<file path="config.mk">
export PLATFORM = sky130hd
export DESIGN_NAME = uart_cmd_rx
export DESIGN_NICKNAME = d
export VERILOG_FILES = /design/src/rtl/uart_cmd_rx.sv
export SDC_FILE = /design/constraint.sdc
export NUM_CORES = 1
export LEC_CHECK = 0
export BUFFER_PORTS_ARGS = -buffer_cell sky130_fd_sc_hd__buf_4
export CAP_MARGIN = 20
export CORE_ASPECT_RATIO = 0.75
export CORE_MARGIN = 2
export CORE_UTILIZATION = 30
export DETAILED_ROUTE_END_ITERATION = 12
export SYNTH_ARGS = -nofsm -noshare
export SYNTH_HDL_FRONTEND = slang
export SYNTH_SLANG_ARGS = --single-unit
</file>
<file path="constraint.sdc">
create_clock -name clk -period 4.69 [get_ports clk]
set_input_delay 0.7035 -clock clk [delete_from_list [all_inputs] [get_ports clk]]
set_output_delay 0.7035 -clock clk [all_outputs]
set_load 0.005 [all_outputs]
</file>
<file path="src/rtl/uart_cmd_rx.sv">
// uart_cmd_rx
// Receives command bytes from a PC over an asynchronous serial line and
// presents them one at a time to the config parser with a valid/ack
// handshake. Received bytes are buffered in a 4-entry FIFO.
//
// Ports:
//   clk          - system clock, all logic on the rising edge
//   rst_n        - asynchronous active-low reset
//   uart_rxd     - serial input from the PC, idle high
//   pc_cmd_valid - one-cycle strobe, pc_cmd_data holds a new byte
//   pc_cmd_data  - last issued command byte (held until the next strobe)
//   pc_ack       - parser accepted the byte
//   frame_err    - one-cycle pulse on a bad stop bit (or bad parity)
//   overflow     - one-cycle pulse when a good byte is dropped (FIFO full)
//   ack_timeout  - one-cycle pulse when pc_ack never arrived for a byte
//
// Build option: define UART_RX_PARITY_EN for 8E1 framing with even-parity
// checking; without it the frame is 8N1.
module uart_cmd_rx #(
    parameter int CLK_FREQ_HZ = 100000000,
    parameter int BAUD        = 115200,
    parameter int ACK_TIMEOUT = 1024
) (
    input  logic       clk,
    input  logic       rst_n,
    input  logic       uart_rxd,
    output logic       pc_cmd_valid,
    output logic [7:0] pc_cmd_data,
    input  logic       pc_ack,
    output logic       frame_err,
    output logic       overflow,
    output logic       ack_timeout
);
    localparam int DIV_RAW = CLK_FREQ_HZ / (BAUD * 16);
    localparam int DIV     = (DIV_RAW < 1) ? 1 : DIV_RAW;
    localparam int DIV_W   = (DIV > 1) ? $clog2(DIV) : 1;
    localparam logic [DIV_W-1:0] DIV_LAST = DIV_W'(DIV - 1);
    localparam int TO_W    = (ACK_TIMEOUT > 1) ? $clog2(ACK_TIMEOUT) : 1;
    localparam logic [TO_W-1:0] TO_LAST = TO_W'(ACK_TIMEOUT - 1);

    localparam logic [2:0] RX_IDLE   = 3'd0;
    localparam logic [2:0] RX_START  = 3'd1;
    localparam logic [2:0] RX_DATA   = 3'd2;
    localparam logic [2:0] RX_STOP   = 3'd3;
`ifdef UART_RX_PARITY_EN
    localparam logic [2:0] RX_PARITY = 3'd4;
    localparam logic [2:0] RX_AFTER_DATA = RX_PARITY;
`else
    localparam logic [2:0] RX_AFTER_DATA = RX_STOP;
`endif

    localparam logic OUT_IDLE = 1'b0;
    localparam logic OUT_WAIT = 1'b1;

    logic             rxd_meta_q, rxd_sync_q, rxd_prev_q;
    logic             start_edge, tick;
    logic [DIV_W-1:0] div_cnt_q, div_cnt_d;
    logic [2:0]       rx_state_q, rx_state_d;
    logic [3:0]       tick_cnt_q, tick_cnt_d;
    logic [2:0]       bit_cnt_q, bit_cnt_d;
    logic [7:0]       shift_q, shift_d;
    logic             rx_push;
    logic             frame_err_q, frame_err_d;

    logic [7:0]       fifo_mem_q [4];
    logic [1:0]       wr_ptr_q, rd_ptr_q;
    logic [2:0]       count_q;
    logic             fifo_full, fifo_pop, push_ok;
    logic             overflow_q, overflow_d;

    logic             out_state_q, out_state_d;
    logic [TO_W-1:0]  to_cnt_q, to_cnt_d;
    logic             valid_q, valid_d;
    logic [7:0]       data_q, data_d;
    logic             ack_to_q, ack_to_d;

    // Two-flop synchronizer plus one history flop for falling-edge detect.
    // All three reset to the idle (high) line level.
    always_ff @(posedge clk or negedge rst_n) begin
        if (!rst_n) begin
            rxd_meta_q <= 1'b1;
            rxd_sync_q <= 1'b1;
            rxd_prev_q <= 1'b1;
        end else begin
            rxd_meta_q <= uart_rxd;
            rxd_sync_q <= rxd_meta_q;
            rxd_prev_q <= rxd_sync_q;
        end
    end

    // Start edges only matter while idle; data-bit transitions are ignored.
    assign start_edge = (rx_state_q == RX_IDLE) && rxd_prev_q && !rxd_sync_q;
    assign tick       = (div_cnt_q == DIV_LAST);

    // The oversample divider is re-phased on every start edge so the
    // mid-bit sample points line up with the incoming frame.
    always_comb begin
        if (start_edge || tick) begin
            div_cnt_d = '0;
        end else begin
            div_cnt_d = div_cnt_q + DIV_W'(1);
        end
    end

    // Receive FSM: sample at the middle of the start bit (tick 8), then every
    // 16 ticks for each data bit, the optional parity bit and the stop bit.
    always_comb begin
        rx_state_d  = rx_state_q;
        tick_cnt_d  = tick_cnt_q;
        bit_cnt_d   = bit_cnt_q;
        shift_d     = shift_q;
        rx_push     = 1'b0;
        frame_err_d = 1'b0;
        case (rx_state_q)
            RX_IDLE: begin
                if (start_edge) begin
                    rx_state_d = RX_START;
                    tick_cnt_d = 4'd0;
                end
            end
            RX_START: begin
                if (tick) begin
                    if (tick_cnt_q == 4'd7) begin
                        tick_cnt_d = 4'd0;
                        bit_cnt_d  = 3'd0;
                        rx_state_d = rxd_sync_q ? RX_IDLE : RX_DATA;
                    end else begin
                        tick_cnt_d = tick_cnt_q + 4'd1;
                    end
                end
            end
            RX_DATA: begin
                if (tick) begin
                    tick_cnt_d = tick_cnt_q + 4'd1;
                    if (tick_cnt_q == 4'd15) begin
                        shift_d = {rxd_sync_q, shift_q[7:1]};
                        if (bit_cnt_q == 3'd7) begin
                            rx_state_d = RX_AFTER_DATA;
                        end else begin
                            bit_cnt_d = bit_cnt_q + 3'd1;
                        end
                    end
                end
            end
`ifdef UART_RX_PARITY_EN
            RX_PARITY: begin
                if (tick) begin
                    tick_cnt_d = tick_cnt_q + 4'd1;
                    if (tick_cnt_q == 4'd15) begin
                        // Even parity: data bits plus parity bit hold an even
                        // number of ones. A mismatch skips the stop sample.
                        if (^{shift_q, rxd_sync_q}) begin
                            frame_err_d = 1'b1;
                            rx_state_d  = RX_IDLE;
                        end else begin
                            rx_state_d  = RX_STOP;
                        end
                    end
                end
            end
`endif
            RX_STOP: begin
                if (tick) begin
                    tick_cnt_d = tick_cnt_q + 4'd1;
                    if (tick_cnt_q == 4'd15) begin
                        rx_push     = rxd_sync_q;
                        frame_err_d = !rxd_sync_q;
                        rx_state_d  = RX_IDLE;
                    end
                end
            end
            default: rx_state_d = RX_IDLE;
        endcase
    end

    always_ff @(posedge clk or negedge rst_n) begin
        if (!rst_n) begin
            div_cnt_q   <= '0;
            rx_state_q  <= RX_IDLE;
            tick_cnt_q  <= 4'd0;
            bit_cnt_q   <= 3'd0;
            shift_q     <= 8'h00;
            frame_err_q <= 1'b0;
        end else begin
            div_cnt_q   <= div_cnt_d;
            rx_state_q  <= rx_state_d;
            tick_cnt_q  <= tick_cnt_d;
            bit_cnt_q   <= bit_cnt_d;
            shift_q     <= shift_d;
            frame_err_q <= frame_err_d;
        end
    end

    // A pop in the same cycle frees the slot, so a push into a full FIFO
    // still succeeds when the output side is draining.
    assign fifo_full  = (count_q == 3'd4);
    assign push_ok    = rx_push && (!fifo_full || fifo_pop);
    assign overflow_d = rx_push && fifo_full && !fifo_pop;

    always_ff @(posedge clk) begin
        if (push_ok) begin
            fifo_mem_q[wr_ptr_q] <= shift_q;
        end
    end

    always_ff @(posedge clk or negedge rst_n) begin
        if (!rst_n) begin
            wr_ptr_q   <= 2'd0;
            rd_ptr_q   <= 2'd0;
            count_q    <= 3'd0;
            overflow_q <= 1'b0;
        end else begin
            if (push_ok) begin
                wr_ptr_q <= wr_ptr_q + 2'd1;
            end
            if (fifo_pop) begin
                rd_ptr_q <= rd_ptr_q + 2'd1;
            end
            count_q    <= count_q + {2'b00, push_ok} - {2'b00, fifo_pop};
            overflow_q <= overflow_d;
        end
    end

    // Output FSM: issue one byte, then wait for pc_ack (not counted in the
    // strobe cycle itself) or give up after ACK_TIMEOUT cycles.
    always_comb begin
        out_state_d = out_state_q;
        to_cnt_d    = to_cnt_q;
        valid_d     = 1'b0;
        data_d      = data_q;
        ack_to_d    = 1'b0;
        fifo_pop    = 1'b0;
        if (out_state_q == OUT_WAIT) begin
            if (pc_ack && !valid_q) begin
                out_state_d = OUT_IDLE;
            end else if (to_cnt_q == TO_LAST) begin
                ack_to_d    = 1'b1;
                out_state_d = OUT_IDLE;
            end else begin
                to_cnt_d = to_cnt_q + TO_W'(1);
            end
        end else if (count_q != 3'd0) begin
            fifo_pop    = 1'b1;
            data_d      = fifo_mem_q[rd_ptr_q];
            valid_d     = 1'b1;
            to_cnt_d    = '0;
            out_state_d = OUT_WAIT;
        end
    end

    always_ff @(posedge clk or negedge rst_n) begin
        if (!rst_n) begin
            out_state_q <= OUT_IDLE;
            to_cnt_q    <= '0;
            valid_q     <= 1'b0;
            data_q      <= 8'h00;
            ack_to_q    <= 1'b0;
        end else begin
            out_state_q <= out_state_d;
            to_cnt_q    <= to_cnt_d;
            valid_q     <= valid_d;
            data_q      <= data_d;
            ack_to_q    <= ack_to_d;
        end
    end

    assign pc_cmd_valid = valid_q;
    assign pc_cmd_data  = data_q;
    assign frame_err    = frame_err_q;
    assign overflow     = overflow_q;
    assign ack_timeout  = ack_to_q;

endmodule

</file>
==> results of run 1 <==
[cells in the final DEF, fill, tap and decap left out, drive strengths merged, types with 2 or more instances in the layout]
cell type / instances
dfrtp: 53
edfxtp: 32
mux2: 20
nor2: 19
inv: 17
buf: 16
ha: 12
nand2: 11
clkbuf: 11
nand3: 10
nor3: 10
mux4: 8
and2: 7
xnor2: 7
and3: 6
a211o: 5
a21oi: 4
o21ai: 4
nand2b: 4
nand4: 4
xor2: 3
dfstp: 3
or2: 2
a21o: 2
o211ai: 2
or3: 2
a31oi: 2
clkinvlp: 2
nor4b: 2
and4: 2
[critical path: cells and delay by family, from the launching register on]
kind | cells | cell delay [ns]
and+or+nand+nor | 3 | 0.93
DFF | 1 | 0.39
xor gates and xnor gates | 2 | 0.30
buffers and inverters | 3 | 0.19
adders and majority gates | 4 | 0.97
[power by group]
group | leakage (uW) | internal [uW] | switching (uW) | total, uW
combinational | 0.000679 | 55.7 | 57.4 | 113
sequential | 0.000959 | 834 | 54.6 | 889
clock | 0.000133 | 377 | 292 | 669
[state kept, by name, summed over array words and instances (netlist names)]
| name | count |
|---|---|
| rx_state_q | 2 |
| rxd_meta_q | 1 |
| out_state_q | 1 |
| to_cnt_q | 10 |
| count_q | 3 |
| rd_ptr_q | 2 |
| frame_err | 1 |
| ack_timeout | 1 |
| shift_q | 8 |
| tick_cnt_q | 4 |
| rxd_prev_q | 1 |
| wr_ptr_q | 2 |
| fifo_mem_q | 32 |
| div_cnt_q | 6 |
| bit_cnt_q | 3 |
| rxd_sync_q | 1 |
| pc_cmd_valid | 1 |
| overflow | 1 |
| pc_cmd_data | 8 |
[synth_stat cells (all sizes together), types with 2 or more instances]
library cell,instances
dfrtp,53
edfxtp,32
mux2,20
nor2,19
inv,14
ha,12
nand2,11
nand3,10
nor3,10
mux4,8
and2,7
xnor2,7
and3,6
buf,6
a211o,5
a21oi,4
nand2b,4
nand4,4
o21ai,4
dfstp,3
xor2,3
a21o,2
a31oi,2
and4,2
clkbuf,2
nor4b,2
o211ai,2
or2,2
or3,2
[stage by stage]
stage	hold WS, ns	setup slack, ns	total power [uW]	cell area, um2	util, %
after floorplan	0.345	2.02	987	3860	-
after global placement	0.348	1.89	1010	4150	33.4
after detailed placement	0.348	1.82	1020	4150	33.4
after CTS	0.357	1.80	1700	4430	35.6
after global routing	0.359	1.61	1750	4430	35.6
final	0.355	1.83	1670	4430	35.6
[kinds of logic (layout without fill, tap and decap cells)]
kind of cell	Yosys count	after routing	share of synthesized area [%]
adders and majority gates	13	13	4.41
DFF	88	88	61.3
and+or+nand+nor	84	84	13.1
AOI/OAI and AO/OA	28	28	5.80
buffers and inverters	22	46	2.43
xor gates and xnor gates	10	10	2.27
muxes	29	29	10.8
[layout make-up]
type | instances | area [um2]
Fill cell | 1211 | 8010
Multi-Input combinational cell | 164 | 1400
Inverter | 14 | 52.6
Tap cell | 166 | 208
Clock inverter | 5 | 38.8
Clock buffer | 11 | 243
Sequential cell | 88 | 2370
Timing Repair Buffer | 16 | 120
[worst max-delay path by stage]
stage	endpoint	cells after the start	start
after detailed placement	count_q[2]	12	div_cnt_q[1]
after floorplan	count_q[2]	12	div_cnt_q[1]
after CTS	count_q[2]	12	div_cnt_q[1]
after global placement	count_q[2]	12	div_cnt_q[1]
final	count_q[2]	12	div_cnt_q[1]
after global routing	count_q[2]	12	div_cnt_q[1]
[layer usage]
layer  up-vias  part of all wire [%]
met1      1100                    48
met4         0                   1.3
li1       1047                     -
met5         -                     0
met2        28                    46
met3         7                   4.0
==> run_results.csv, run 1 <==
group,metric,value,unit
outcome,status,"finished clean",
grt,antenna_found_initial,0,
grt,track_usage,10.2,%
setup_path,end_kind,"flop",
cts,cts_made_buffers,9,
power_and_ir_drop,powerDensity,377,mW/mm2
synthesis,synth_cells,274,
setup_path,crit_path_max_fanout,7,
grt,use_met1,13.2,%
cts,clkSinkCount,88,
timing,fin_crit_sh,61.1,%
flow_run,maxCapViolCount,0,
synthesis,synth_top_flop_cell,"dfrtp_1",
finish,drive_gt1_share,24.5,%
synthesis,synth_edf_count,32,
cts,h-tree-depth,3,
cts,clock_latency,0.33,ns
setup_path,crit_type,"reg2reg",
detailed_routing,firstDrtPassIters,4,
setup_path,slowest_stage,"nor4b_4",
setup_path,timing.rr.start,"div_cnt_q[1]",
cts,cts_setup_buffers,0,
worst_hold_path,hold_end,"rxd_sync_q",
timing,fmax,349,MHz
die,die_w,135,um
synthesis,yosysWarnings,0,
worst_hold_path,min_path_cells,0,
synthesis,ys_types,52,
grt,grtUsageMet2,16.1,%
synthesis,yosysSeqAreaShare,61.3,%
synthesis,netlist.area_leader.share,34.3,%
grt,grt_max_degree,57,
synthesis,syn-num-nets,291,
power_and_ir_drop,p_leak,0.00177,uW
timing,min_period,2.86,ns
synthesis,netlist_top_cells_area,"dfrtp_1 34%, edfxtp_1 25%, mux2_2 5.8%",
die,die-area,0.0138,mm2
placement,place_hpwl,4230,um
finish,num_antenna_cells,0,
setup_path,critPathMaxStageDelay,0.45,ns
synthesis,ys_ff_latch,88,
cts,clockBufferDepth,2,
placement,portBuffers,15,
timing,skew,0.00639,ns
power_and_ir_drop,vdd_drop_max,0.000252,V
timing,report.final.slew_viol_count,0,
detailed_routing,antenna_left,0,
setup_path,worstPathArrival,3.12,ns
setup_path,crit_chain,"inv_1, ha_1, and4b_2, nand4_4, nor4b_4, inv_1, ha_1, inv_1, ha_1, fa_1, xnor2_1, xnor2_1",
cts,ctsResizeCount,0,
setup_path,critPathRequiredTime,4.95,ns
synthesis,synth_top_area_cell,"dfrtp_1",
detailed_routing,drt_wl_total,6400,um
synthesis,async_flop_share,63.6,%
cts,clockRootBuffer,"clkbuf_16",
grt,first_global_vias,2152,
detailed_routing,vias_per_cell,4.70,
die,io_pins,16,
detailed_routing,detail_route.drc_violations,0,
setup_path,startpoint_type,"flop",
placement,gp_congestion,0.768,
timing,tightest_slew,0.746,ns
timing,finalHoldViolations,0,
detailed_routing,vias,2182,
cts,cts_tree,"built",
timing,setup_violations,0,
synthesis,syn-cell-area,0.00386,mm2
die,core-area,0.0124,mm2
die,std_cell_rows,35,
synthesis,avgSynthCellArea,14.1,um2
cts,path_clk_slew,0.06,ns
grt,grt.met3_usage,3.57,%
finish,area_delta_synth_final,14.7,%
finish,nets,310,
detailed_routing,wl_per_cell,13.8,um
cts,cts_hold_buf,0,
setup_path,r2r_cells,12,
detailed_routing,initialDrtViolationCount,118,
setup_path,rr_endpoint,"count_q[2]",
worst_hold_path,min_from,"rxd_meta_q",
worst_hold_path,hp-class,"reg2reg",
finish,layout.cells.non_filler,464,
timing,relSlewSlack,50.3,%
grt,overflow,0,
die,die_h,102,um
timing,rsz0062_at_grt,"false",
grt,grt_pass1_wl,10800,um
placement,placed_cells,448,
timing,tns,0,ns
die,start_util,31.1,%
grt,busiest_layer,"met2",
setup_path,reg2reg_slack,1.83,ns
Power figures use the tool's default switching activity.
==> run 2: changes to the inputs <==
Clock period 4.69 ns to 2.8 ns, I/O delays scaled along.
==> run 2 against run 1 <==
Net effect:
- cell count rose by 0.43%
- cell area rose by 0.51%
- worst setup slack got worse by 1.6 ns
- critical path type unchanged
- worst hold slack got worse by 0.22 ns
==> run_results.csv, run 2 (same netlist as run 1, synthesis figures left out) <==
group,metric,value,unit
grt,track_usage,10.9,%
timing,relSlewSlack,51.6,%
timing,finalHoldViolations,0,
setup_path,crit_path_max_fanout,5,
cts,cts_tree,"built",
setup_path,timing.rr.start,"div_cnt_q[1]",
setup_path,critPathRequiredTime,3.03,ns
setup_path,worstPathArrival,2.79,ns
cts,clkSinkCount,88,
detailed_routing,drt_wl_total,6570,um
die,start_util,31.1,%
cts,path_clk_slew,0.06,ns
timing,tightest_slew,0.725,ns
timing,report.final.slew_viol_count,0,
setup_path,slowest_stage,"dfrtp_1",
finish,mostFrequentLayoutCell,"dfrtp_1",
detailed_routing,antenna_left,0,
cts,clockRootBuffer,"clkbuf_16",
grt,antenna_found_initial,0,
timing,tns,0,ns
detailed_routing,drt-met1-wl,3240,um
detailed_routing,detail_route.drc_violations,0,
finish,nets,312,
setup_path,startpoint_type,"flop",
detailed_routing,top_layer,"met4",
detailed_routing,initialDrtViolationCount,148,
setup_path,reg2reg_slack,0.23,ns
setup_path,rr_endpoint,"count_q[2]",
finish,drive_gt1_share,25.7,%
finish,num_antenna_cells,0,
timing,fmax,390,MHz
placement,placed_cell_area,0.00416,mm2
die,die_h,102,um
power_and_ir_drop,p_leak,0.00179,uW
worst_hold_path,hp-class,"in2async",
placement,portBuffers,15,
detailed_routing,vias_per_cell,4.72,
setup_path,crit_chain,"inv_1, ha_1, and4b_2, nand4_4, nor4b_4, inv_1, ha_1, inv_1, ha_1, fa_2, xnor2_2, xnor2_1",
grt,grt_pass1_wl,11400,um
grt,grt_max_degree,57,
detailed_routing,vias,2198,
die,std_cell_rows,35,
cts,cts_made_buffers,9,
setup_path,cp_top_family,"adder cells",
die,io_pins,16,
setup_path,critPathMaxStageDelay,0.39,ns
timing,min_period,2.57,ns
finish,layout.cells.most_common_list,"53 x dfrtp_1, 32 x edfxtp_1, 20 x mux2_2",
setup_path,crit_type,"reg2reg",
die,core-area,0.0124,mm2
placement,place_hpwl,4330,um
setup_path,end_kind,"flop",
grt,overflow,0,
finish,top_register,"fifo_mem_q",
power_and_ir_drop,vdd_drop_max,0.000414,V
timing,setup_violations,0,
detailed_routing,wl_per_cell,14.1,um
detailed_routing,met2_length,2960,um
grt,first_global_vias,2217,
placement,gp_congestion,0.776,
setup_path,crit_buf_inv,3,
cts,clockBufferDepth,2,
die,die-area,0.0138,mm2
timing,fin_crit_sh,91.7,%
finish,design_area,0.00445,mm2
cts,clock_latency,0.34,ns
finish,fin_util,35.8,%
timing,skew,0.00834,ns
detailed_routing,dr_wl_met3,256,um
cts,h-tree-depth,3,
setup_path,r2r_cells,12,
cts,cts_hold_buf,0,
finish,largest_reg_flops,32,
die,die_w,135,um
power_and_ir_drop,total_power,2800,uW
power_and_ir_drop,powerDensity,629,mW/mm2
detailed_routing,firstDrtPassIters,4,
outcome,status,"finished clean",
flow_run,maxCapViolCount,0,
finish,reg_top3,"fifo_mem_q (32), to_cnt_q (10)",
timing,rsz0062_at_grt,"false",
finish,area_delta_synth_final,15.3,%
run 2: changes by cell type in the layout (fill, tap and decap cells not counted):
cell,change
fa_1,-1
inv_4,-1
clkinv_4,+2
xnor2_2,+1
xnor2_1,-1
fa_2,+1
buf_4,+2
clkbuf_1,-1
clkinv_1,+1
clkbuf_8,-1
run 2: how the worst max path moves through the flow:
stage / slack (ns) / startpoint / cells past startpoint / end
final: 0.23 / div_cnt_q[1] / 12 / count_q[2]
after global routing: 0.01 / div_cnt_q[1] / 12 / count_q[2]
after CTS: 0.06 / div_cnt_q[1] / 12 / count_q[2]
after detailed placement: 0.07 / div_cnt_q[1] / 12 / count_q[2]
after global placement: 0.16 / div_cnt_q[1] / 12 / count_q[2]
after floorplan: 0.13 / div_cnt_q[1] / 12 / count_q[2]
run 2: routing by layer:
| metal | vias up | GRT usage (%) |
|---|---|---|
| li1 | 1055 | - |
| met1 | 1097 | 14.3 |
| met2 | 34 | 16.9 |
| met3 | 12 | 3.72 |
| met4 | 0 | 4.33 |
| met5 | - | 0 |
run 2: metrics by stage:
step,cells,hold slack (ns),setup slack (ns)
after floorplan,274,0.124,0.126
after global placement,449,0.347,0.160
after detailed placement,449,0.348,0.0738
after CTS,465,0.171,0.0581
after global routing,466,0.176,0.0139
final,466,0.138,0.233
run 2: area by class of cell:
class	instances	area, um2
Sequential cell	88	2370
Inverter	14	52.6
Clock buffer	9	225
Fill cell	1230	7980
Multi-Input combinational cell	164	1410
Timing Repair Buffer	18	135
Clock inverter	7	53.8
Tap cell	166	208
run 2: what timing repair did:
action                     in CTS  in global routing
setup endpoints to repair       0                  1
resized for setup               0                  2
buffers inserted                0                  1
run 2: power by group:
part	switching (uW)	leakage [uW]	internal (uW)
Clock	517	0.000130	607
Sequential	90.7	0.000959	1400
Combinational	93.8	0.000698	93.8
